<file path="src/rtl/seven_seg_capture.sv">
// seven_seg_capture: monitors a multiplexed seven-segment bus (one-hot digit
// select plus shared segments) and reconstructs the hex nibble on each digit.
// A sample must hold for STABLE_CYCLES consecutive edges before it is decoded,
// which filters select/segment glitches during digit switch-over.
module seven_seg_capture #(
    parameter int unsigned NUM_DIGITS    = 4,
    parameter int unsigned STABLE_CYCLES = 3,
    localparam int unsigned IdxW = (NUM_DIGITS > 1) ? $clog2(NUM_DIGITS) : 1
) (
    input  logic                      clk_i,
    input  logic                      rst_i,
    input  logic [NUM_DIGITS-1:0]     an_i,
    input  logic [6:0]                seg_i,
    input  logic                      clr_i,
    output logic [4*NUM_DIGITS-1:0]   digits_o,
    output logic [NUM_DIGITS-1:0]     valid_o,
    output logic [NUM_DIGITS-1:0]     err_o,
    output logic                      upd_o,
    output logic [IdxW-1:0]           upd_idx_o
);

    localparam int unsigned CntW = $clog2(STABLE_CYCLES + 1);
    localparam logic [CntW-1:0] CntTarget = CntW'(STABLE_CYCLES);

    typedef enum logic [1:0] {StIdle, StCount, StCaptured} state_e;

    state_e                    state_q, state_d;
    logic [NUM_DIGITS-1:0]     an_h_q, an_h_d;
    logic [6:0]                seg_h_q, seg_h_d;
    logic [CntW-1:0]           cnt_q, cnt_d;
    logic [CntW-1:0]           cnt_inc;
    logic [4*NUM_DIGITS-1:0]   digits_q, digits_d;
    logic [NUM_DIGITS-1:0]     valid_q, valid_d;
    logic [NUM_DIGITS-1:0]     err_q, err_d;
    logic                      upd_q, upd_d;
    logic [IdxW-1:0]           upd_idx_q, upd_idx_d;

    logic                      an_onehot;
    logic                      sample_match;
    logic                      capture;
    logic [IdxW-1:0]           cap_idx;
    logic                      glyph_legal;
    logic [3:0]                glyph_nib;

    // Returns {legal, nibble} for a segment pattern {g,f,e,d,c,b,a}.
    function automatic logic [4:0] decode_glyph(input logic [6:0] seg);
        logic [4:0] r;
        case (seg)
            7'h3F:   r = {1'b1, 4'h0};
            7'h06:   r = {1'b1, 4'h1};
            7'h5B:   r = {1'b1, 4'h2};
            7'h4F:   r = {1'b1, 4'h3};
            7'h66:   r = {1'b1, 4'h4};
            7'h6D:   r = {1'b1, 4'h5};
            7'h7D:   r = {1'b1, 4'h6};
            7'h07:   r = {1'b1, 4'h7};
            7'h7F:   r = {1'b1, 4'h8};
            7'h6F:   r = {1'b1, 4'h9};
            7'h77:   r = {1'b1, 4'hA};
            7'h7C:   r = {1'b1, 4'hB};
            7'h39:   r = {1'b1, 4'hC};
            7'h5E:   r = {1'b1, 4'hD};
            7'h79:   r = {1'b1, 4'hE};
            7'h71:   r = {1'b1, 4'hF};
            default: r = {1'b0, 4'h0};
        endcase
        return r;
    endfunction

    assign an_onehot    = $onehot(an_i);
    assign sample_match = an_onehot && (an_i == an_h_q) && (seg_i == seg_h_q);
    assign cnt_inc      = cnt_q + CntW'(1);
    assign {glyph_legal, glyph_nib} = decode_glyph(seg_i);

    // Binary index of the selected digit; an_i equals the held select whenever
    // a capture fires, so the live input is used directly.
    always_comb begin
        cap_idx = '0;
        for (int i = 0; i < NUM_DIGITS; i++) begin
            if (an_i[i]) begin
                cap_idx = IdxW'(i);
            end
        end
    end

    // Stability filter: next held sample, dwell count and FSM state.
    always_comb begin
        state_d = state_q;
        an_h_d  = an_h_q;
        seg_h_d = seg_h_q;
        cnt_d   = cnt_q;
        capture = 1'b0;
        if (!an_onehot) begin
            an_h_d  = an_i;
            seg_h_d = seg_i;
            cnt_d   = '0;
            state_d = StIdle;
        end else if (!sample_match) begin
            an_h_d  = an_i;
            seg_h_d = seg_i;
            cnt_d   = CntW'(1);
            if (STABLE_CYCLES == 1) begin
                capture = 1'b1;
                state_d = StCaptured;
            end else begin
                state_d = StCount;
            end
        end else begin
            case (state_q)
                StCount: begin
                    cnt_d = cnt_inc;
                    if (cnt_inc == CntTarget) begin
                        capture = 1'b1;
                        state_d = StCaptured;
                    end
                end
                // One capture per dwell; a matching sample in IDLE cannot occur
                // because the held select there is never one-hot.
                default: ;
            endcase
        end
    end

    // Capture datapath: clear first, then the captured digit overrides it.
    always_comb begin
        digits_d  = clr_i ? '0 : digits_q;
        valid_d   = clr_i ? '0 : valid_q;
        err_d     = clr_i ? '0 : err_q;
        upd_d     = capture;
        upd_idx_d = capture ? cap_idx : upd_idx_q;
        if (capture) begin
            for (int i = 0; i < NUM_DIGITS; i++) begin
                if (an_i[i]) begin
                    if (glyph_legal) begin
                        digits_d[4*i +: 4] = glyph_nib;
                        valid_d[i]         = 1'b1;
                        err_d[i]           = 1'b0;
                    end else begin
                        valid_d[i]         = 1'b0;
                        err_d[i]           = 1'b1;
                    end
                end
            end
        end
    end

    // State and output registers.
    always_ff @(posedge clk_i or posedge rst_i) begin
        if (rst_i) begin
            state_q   <= StIdle;
            an_h_q    <= '0;
            seg_h_q   <= '0;
            cnt_q     <= '0;
            digits_q  <= '0;
            valid_q   <= '0;
            err_q     <= '0;
            upd_q     <= 1'b0;
            upd_idx_q <= '0;
        end else begin
            state_q   <= state_d;
            an_h_q    <= an_h_d;
            seg_h_q   <= seg_h_d;
            cnt_q     <= cnt_d;
            digits_q  <= digits_d;
            valid_q   <= valid_d;
            err_q     <= err_d;
            upd_q     <= upd_d;
            upd_idx_q <= upd_idx_d;
        end
    end

    assign digits_o  = digits_q;
    assign valid_o   = valid_q;
    assign err_o     = err_q;
    assign upd_o     = upd_q;
    assign upd_idx_o = upd_idx_q;

endmodule

</file>
<file path="config.mk">
export PLATFORM = sky130hd
export DESIGN_NAME = seven_seg_capture
export DESIGN_NICKNAME = d
export VERILOG_FILES = /design/src/rtl/seven_seg_capture.sv
export SDC_FILE = /design/constraint.sdc
export NUM_CORES = 1
export LEC_CHECK = 0
export CAP_MARGIN = 20
export CORE_AREA = 2 2 85 104
export CTS_BUF_LIST = sky130_fd_sc_hd__clkbuf_2 sky130_fd_sc_hd__clkbuf_4 sky130_fd_sc_hd__clkbuf_8
export DETAILED_ROUTE_END_ITERATION = 10
export DIE_AREA = 0 0 87 106
export SLEW_MARGIN = 20
export SYNTH_ARGS = -nofsm -noshare
export SYNTH_HDL_FRONTEND = slang
export SYNTH_SLANG_ARGS = --single-unit
</file>
<file path="constraint.sdc">
create_clock -name clk_i -period 5.05 [get_ports clk_i]
set_input_delay 1.01 -clock clk_i [delete_from_list [all_inputs] [get_ports clk_i]]
set_output_delay 1.01 -clock clk_i [all_outputs]
set_load 0.01 [all_outputs]
</file>
Word level (Yosys, flattened, before mapping):

Cells that the tools add are included.

* input bits: 14
* logic and storage cells: 83
* flip-flop bits (word level): 42
* output and inout port bits: 27

* add/sub/neg operators: 4
* muxes and demuxes: 43
* reductions and logical operators: 3
* equality and inequality tests: 24

Operators with widths (number)
* 7-bit equality test (second input constant): 12
* 5-bit one-hot mux with 16 select lines: 1
* 4-bit two-way mux: 14
* 16-bit two-way mux: 2
* 2-bit two-way mux: 9
* 1-bit two-way mux: 15
* 7-bit by 3-bit equality test with 1-bit output (second input constant): 2
* 7-bit by 6-bit equality test with 1-bit output (second input constant): 2
* 7-bit two-way mux: 2
* 7-bit equality test: 1
* 3-bit by 2-bit != test with 1-bit output (second input constant): 2
* 1-bit by 1-bit adder with 2-bit output: 2
* 4-bit equality test: 1
* 2-bit by 2-bit adder with 3-bit output: 1
* 3-bit by 1-bit equality test with 1-bit output (second input constant): 1
* 2-bit by 1-bit adder with 2-bit output (second input constant): 1
* 2-bit by 1-bit equality test with 1-bit output (second input constant): 1
* 2-bit equality test (second input constant): 1
* 1-bit logical AND: 2
* 2-bit != test (second input constant): 1
* 2-bit AND reduction: 1

Depth between registers and ports, before layout:

* depth in word-level cells: 8
* mapped depth: 12
* depth with buffers taken out: 10

Worst setup path before layout:

Ideal clock, no wire load.

* kind: input-to-reg
* start point: input an_i[1]
* end point: register digits_q[13], in the netlist digits_o[13]
* arrival time: 3.723 ns
* data required time: 4.970 ns
* path buffers: 1
* setup slack: 1.247 ns
* stages: 11
* setup time: 0.080 ns
* path through: clkbuf_1 > inv_1 > fa_1 > inv_1 > ha_1 > ha_1 > nor3b_1 > nand4_1 > nand4bb_1 > a311oi_2 > mux2i_1

* cells in the longest elaborated chain, start to end: 8
* elaborated cells between the ends (all ways): 9
* those cells by class: add/sub (2); eq/ne (2); mux (3); reduce/logical (2)

Ends and longest elaborated chain
* start: declaration: line 12 `input logic [NUM_DIGITS-1:0] an_i,`
* 1-bit by 1-bit adder with 2-bit output (implied by the code): line 70 `assign an_onehot = $onehot(an_i);`
* 2-bit by 2-bit adder with 3-bit output (implied by the code): line 70
* 3-bit by 1-bit equality test with 1-bit output: line 70
* 1-bit logical AND (2 in series): line 71 `assign sample_match = an_onehot && (an_i == an_h_q) && (seg_i == seg_h_q);`
* 1-bit two-way mux: line 98 `end else if (!sample_match) begin`
* 1-bit two-way mux (*): line 93 `if (!an_onehot) begin`
* 16-bit two-way mux (*): line 131 `if (capture) begin`
* net digits_d[13]: line 32 `logic [4*NUM_DIGITS-1:0] digits_q, digits_d;`
* end signal: assignment: line 164 `digits_q <= digits_d;`
* end: declaration: line 32

The timed path passes the listed nets; every way through them passes the cells marked *.
A chain may end at the register's enable or synchronous reset.

Worst setup path in the final report:

* start point: input an_i[1]
* end point: register digits_q[5], in the netlist digits_o[5]

* cells in the longest elaborated chain, start to end: 8
* elaborated cells between the ends (all ways): 10
* those cells by class: add/sub (2); eq/ne (2); mux (4); reduce/logical (2)

Ends and longest elaborated chain (line)
* 1-bit by 1-bit adder with 2-bit output (implied by the code): 70
* 2-bit by 2-bit adder with 3-bit output (implied by the code): 70
* 3-bit by 1-bit equality test with 1-bit output: 70
* 1-bit logical AND (2 in series): 71
* 1-bit two-way mux: 98
* 1-bit two-way mux: 93
* 16-bit two-way mux (*): 131
* net digits_d[5]: 32

Marks and branches as above.

==> results summary <==
The power density over cell area is between 200 and 250 mW/mm^2. The number of violations of the max-capacitance limit came out at 0. The library cell with the highest instance count after synthesis is dfrtp_1. The highest fanout seen on the critical path came out at 8.

The post-route worst hold slack came out at 0.528 ns. Pin placement for this block handled 41 I/O pins. The top achievable clock speed is 232 MHz. The non-filler instance count after layout came out at 365.

The number of global-route vias before repair came out at 1777. The width of the chip is 87 um. Counting every instance in the synthesized netlist gives 242. The number of synthesized flops with an enable pin came out at 0. For this design the static power due to leakage is 1.27 nW. The leading register cell type out of synthesis is dfrtp_1.

In this run the tightest slew margin relative to its limit is 56.2%. The share of synthesized area in the top cell type comes to 43.5%. Summed over all instances, the cell type with the most area after synthesis is dfrtp_1. The global-route total usage across every layer is ~13%. Setup repair after global routing left no endpoint under its margin. The share of post-route cells with drive strength above 1 came out at 9.33%.

The H-tree depth came out at 2. By startpoint and endpoint, the worst setup path is classified as in2reg. Once detailed placement completed, the half-perimeter wirelength came to 4.01 mm.

The critical path ends at digits_o[5]$_DFF_PP0_. Once detail routing completed, the nets flagged for antenna violations numbered 0. The number of setup buffers added after CTS is 0.

The global placer's final weighted congestion is 0.824. In the final timing run, aggregate negative setup slack is 0 ns. The dominant combinational cell family by area after synthesis is simple AND/OR/NAND/NOR gates. The initial antenna violation count is 0. The post-synth net total came out at 260.

After synthesis, the share of cell area in mux cells is 3.78%. The number of different library cells used by synthesis comes to 50. The total length of routed wires came out at 5.46 mm. Of the total synthesized cell area, the portion taken by full adders, half adders and majority gates is 2.38%.

In the post-synthesis netlist, the biggest area contributors are dfrtp_1 (44%), nand2b_1 (5.4%), mux2i_1 (3.3%), xor2_1 (2.9%), clkbuf_1 (2.6%). The wire length per cell after detailed routing came out at 15.0 um. The number of antenna diodes in the final layout is 0. The worst clock skew came out at 0.00670 ns. Synthesis inferred 42 register bits. The register-to-register setup slack came out at 2.79 ns. The fraction of registers with async set or reset after synthesis came out at 100%. In this run the core area contains 37 standard-cell rows. The initial core utilization came out at 29.1%. STA classifies the critical path endpoint as a register.

The final design area excluding fillers came out at 0.00297 sq mm. After synthesis, flip-flops and latches occupy 43.5% of the total area. The count of yosys warnings during synthesis is 0.

The number of nets at the end of the flow is 285. The hold-fix buffer count after cts is 0. The count of vias placed by the detailed router is 1813. The actual transition at the worst max-transition pin is roughly 0.65 ns. The run finished with clean final reports.

The commonest cells after synthesis are dfrtp_1 (42), nand2b_1 (21), clkbuf_1 (17). The routed design could run at a clock period as short as 4.31 ns. The first-iteration detailed-routing DRC count is 119. At the later pin of the worst-skew pair, clock insertion delay measures 0.29 ns. After detailed routing, the number of vias per cell comes to around 5.0. The setup violation total in the final timing report came out at 0. The final max-slew violation count is 0. The pin count of the biggest net entering global routing came out at 43. Counting tap cells, the placed design contains a total of about 360 instances. The critical path starts at an_i[1]. The clock buffer count from CTS came out at 5. CTS saw between 40 and 50 sinks. After Yosys synthesis, XOR and XNOR cells account for 4.72% of the synthesized area. The total standard cell area after synthesis came out at between 0.002 and 0.0025 sq mm. The count of buffers added on input and output ports is 40. The synthesized netlist devotes 13.4% of its cell area to compound gates.

The synthesized netlist devotes 24.8% of its cell area to simple gates. The first global-routing pass estimated 9.29 mm of wire. The post-detailed-placement cell area came out at 0.00286 sq mm.

The detailed-router iteration count before antenna repair came out at 4. The clock slew seen by the registers of the worst setup and hold paths came out at roughly 0.080 ns. The growth of design area from synthesis to finish is 23.1%. TritonCTS built the clock tree. The die covers around 0.0092 sq mm. The peak supply drop came out at 0.0891 mV.

The final global-route overflow total is 0. The root buffer cell chosen for the clock tree is clkbuf_8. The worst register-to-register path ends at valid_o[2]$_DFF_PP0_. The data required time at the worst endpoint is 5.26 ns. The worst setup path is launched from an input port. The die outline height came out at 106 um.

Data on the critical path arrives at its endpoint at 4.52 ns. The remaining design rule violation count is 0. The number of hold-slack violations in the final timing report is 0. The tightest min-delay check is of the reg2reg type. In this run the critical register-to-register path is launched from seg_h_q[4]$_DFFE_PP0P_.

The number of instances resized during post-cts repair came out at 0. The core region area came out at 0.00829 sq mm. The maximum buffer depth of the clock tree is 2. The per-instance average area after synthesis is 9.97 sq um. The number of cells on the worst reg-to-reg path came out at 5. The final worst-path cycle share came out at 85.4%.
## power breakdown
group          switching (mW)  internal (mW)  leakage, nW
logic                  0.0606         0.0374        0.653
clock network           0.113          0.159       0.0593
registers             0.00380          0.343        0.554
total                   0.177          0.540         1.27
## layout by cell type (no fill, tap or decap), types with 2 or more instances in the layout
master and n:
a21o_1 4, a21oi_1 2, a311oi_2 4, a31oi_1 2, and3_1 2, and3b_1 2, and4_1 2, and4b_1 3
buf_4 6, clkbuf_4 2, clkbuf_8 5, clkdlybuf4s50_1 40, dfrtp_1 42, ha_1 3, inv_1 14, mux2i_1 8
nand2_1 6, nand2b_1 21, nand3_1 12, nand3b_1 2, nand4_1 10, nand4b_1 4, nand4bb_1 2, nor2_1 6
nor2b_1 5, nor3b_1 3, o211ai_1 3, o21ai_0 6, o21ai_1 10, o31ai_1 2, or3_1 3, xnor2_1 5
xor2_1 8
## critical path, cell delays in order
cell,delay (ns)
clkdlybuf4s50_1,0.64
inv_1,0.12
fa_1,0.52
inv_1,0.04
ha_1,0.17
ha_1,0.26
nor3b_1,0.41
nand4_1,0.13
nand4bb_1,0.39
a311oi_2,0.56
mux2i_1,0.26
## how the worst min path moves through the flow
| stage | from | to | cells after the start |
|---|---|---|---|
| finish | cnt_q[1]$_DFFE_PP0P_ | cnt_q[1]$_DFFE_PP0P_ | 2 |
| global route | digits_o[12]$_DFF_PP0_ | digits_o[12]$_DFF_PP0_ | 2 |
| CTS | cnt_q[1]$_DFFE_PP0P_ | cnt_q[1]$_DFFE_PP0P_ | 2 |
| detailed placement | cnt_q[1]$_DFFE_PP0P_ | cnt_q[1]$_DFFE_PP0P_ | 2 |
| global placement | upd_idx_o[0]$_DFFE_PP0P_ | upd_idx_o[0]$_DFFE_PP0P_ | 1 |
| floorplan | cnt_q[1]$_DFFE_PP0P_ | cnt_q[1]$_DFFE_PP0P_ | 2 |
## sequential cells by signal, summed over array words and instances (netlist names)
name	cells
digits_o	16
seg_h_q	7
an_h_q	4
err_o	4
valid_o	4
cnt_q	2
state_q	2
upd_idx_o	2
upd_o	1
## stage by stage
| step | worst slack, ns | power [mW] | utilization [%] |
|---|---|---|---|
| after global routing | 0.450 | 0.753 | 35.8 |
| final | 0.737 | 0.717 | 35.8 |
| after floorplan | 1.25 | 0.425 | - |
| after CTS | 0.685 | 0.724 | 35.8 |
| after global placement | 0.506 | 0.451 | 34.5 |
| after detailed placement | 0.393 | 0.452 | 34.5 |
## routing by layer
metal  vias up  wire length (um)  global-route usage [%]
li1        897                 -                       -
met4         0                87                    4.69
met5         -                 0                       0
met3         5               147                    2.41
met1       875              2490                    16.6
met2        36              2740                    20.7
## cell families after synthesis
family / count (synthesis)
fa+ha+maj: 4
compound gates: 41
xor+xnor: 13
buf+inv: 42
simple gates: 91
flops: 42
mux: 9
## final cells by class
type	instances	area, sq um
fillers	811	5320
repair buffers	46	445
well taps	97	121
inverters	14	52.6
clock inverters	1	30.0
clock buffers	7	83.8
flip-flops and latches	42	1050
multi-input cells	158	1190
Power figures use the tool's default switching activity.
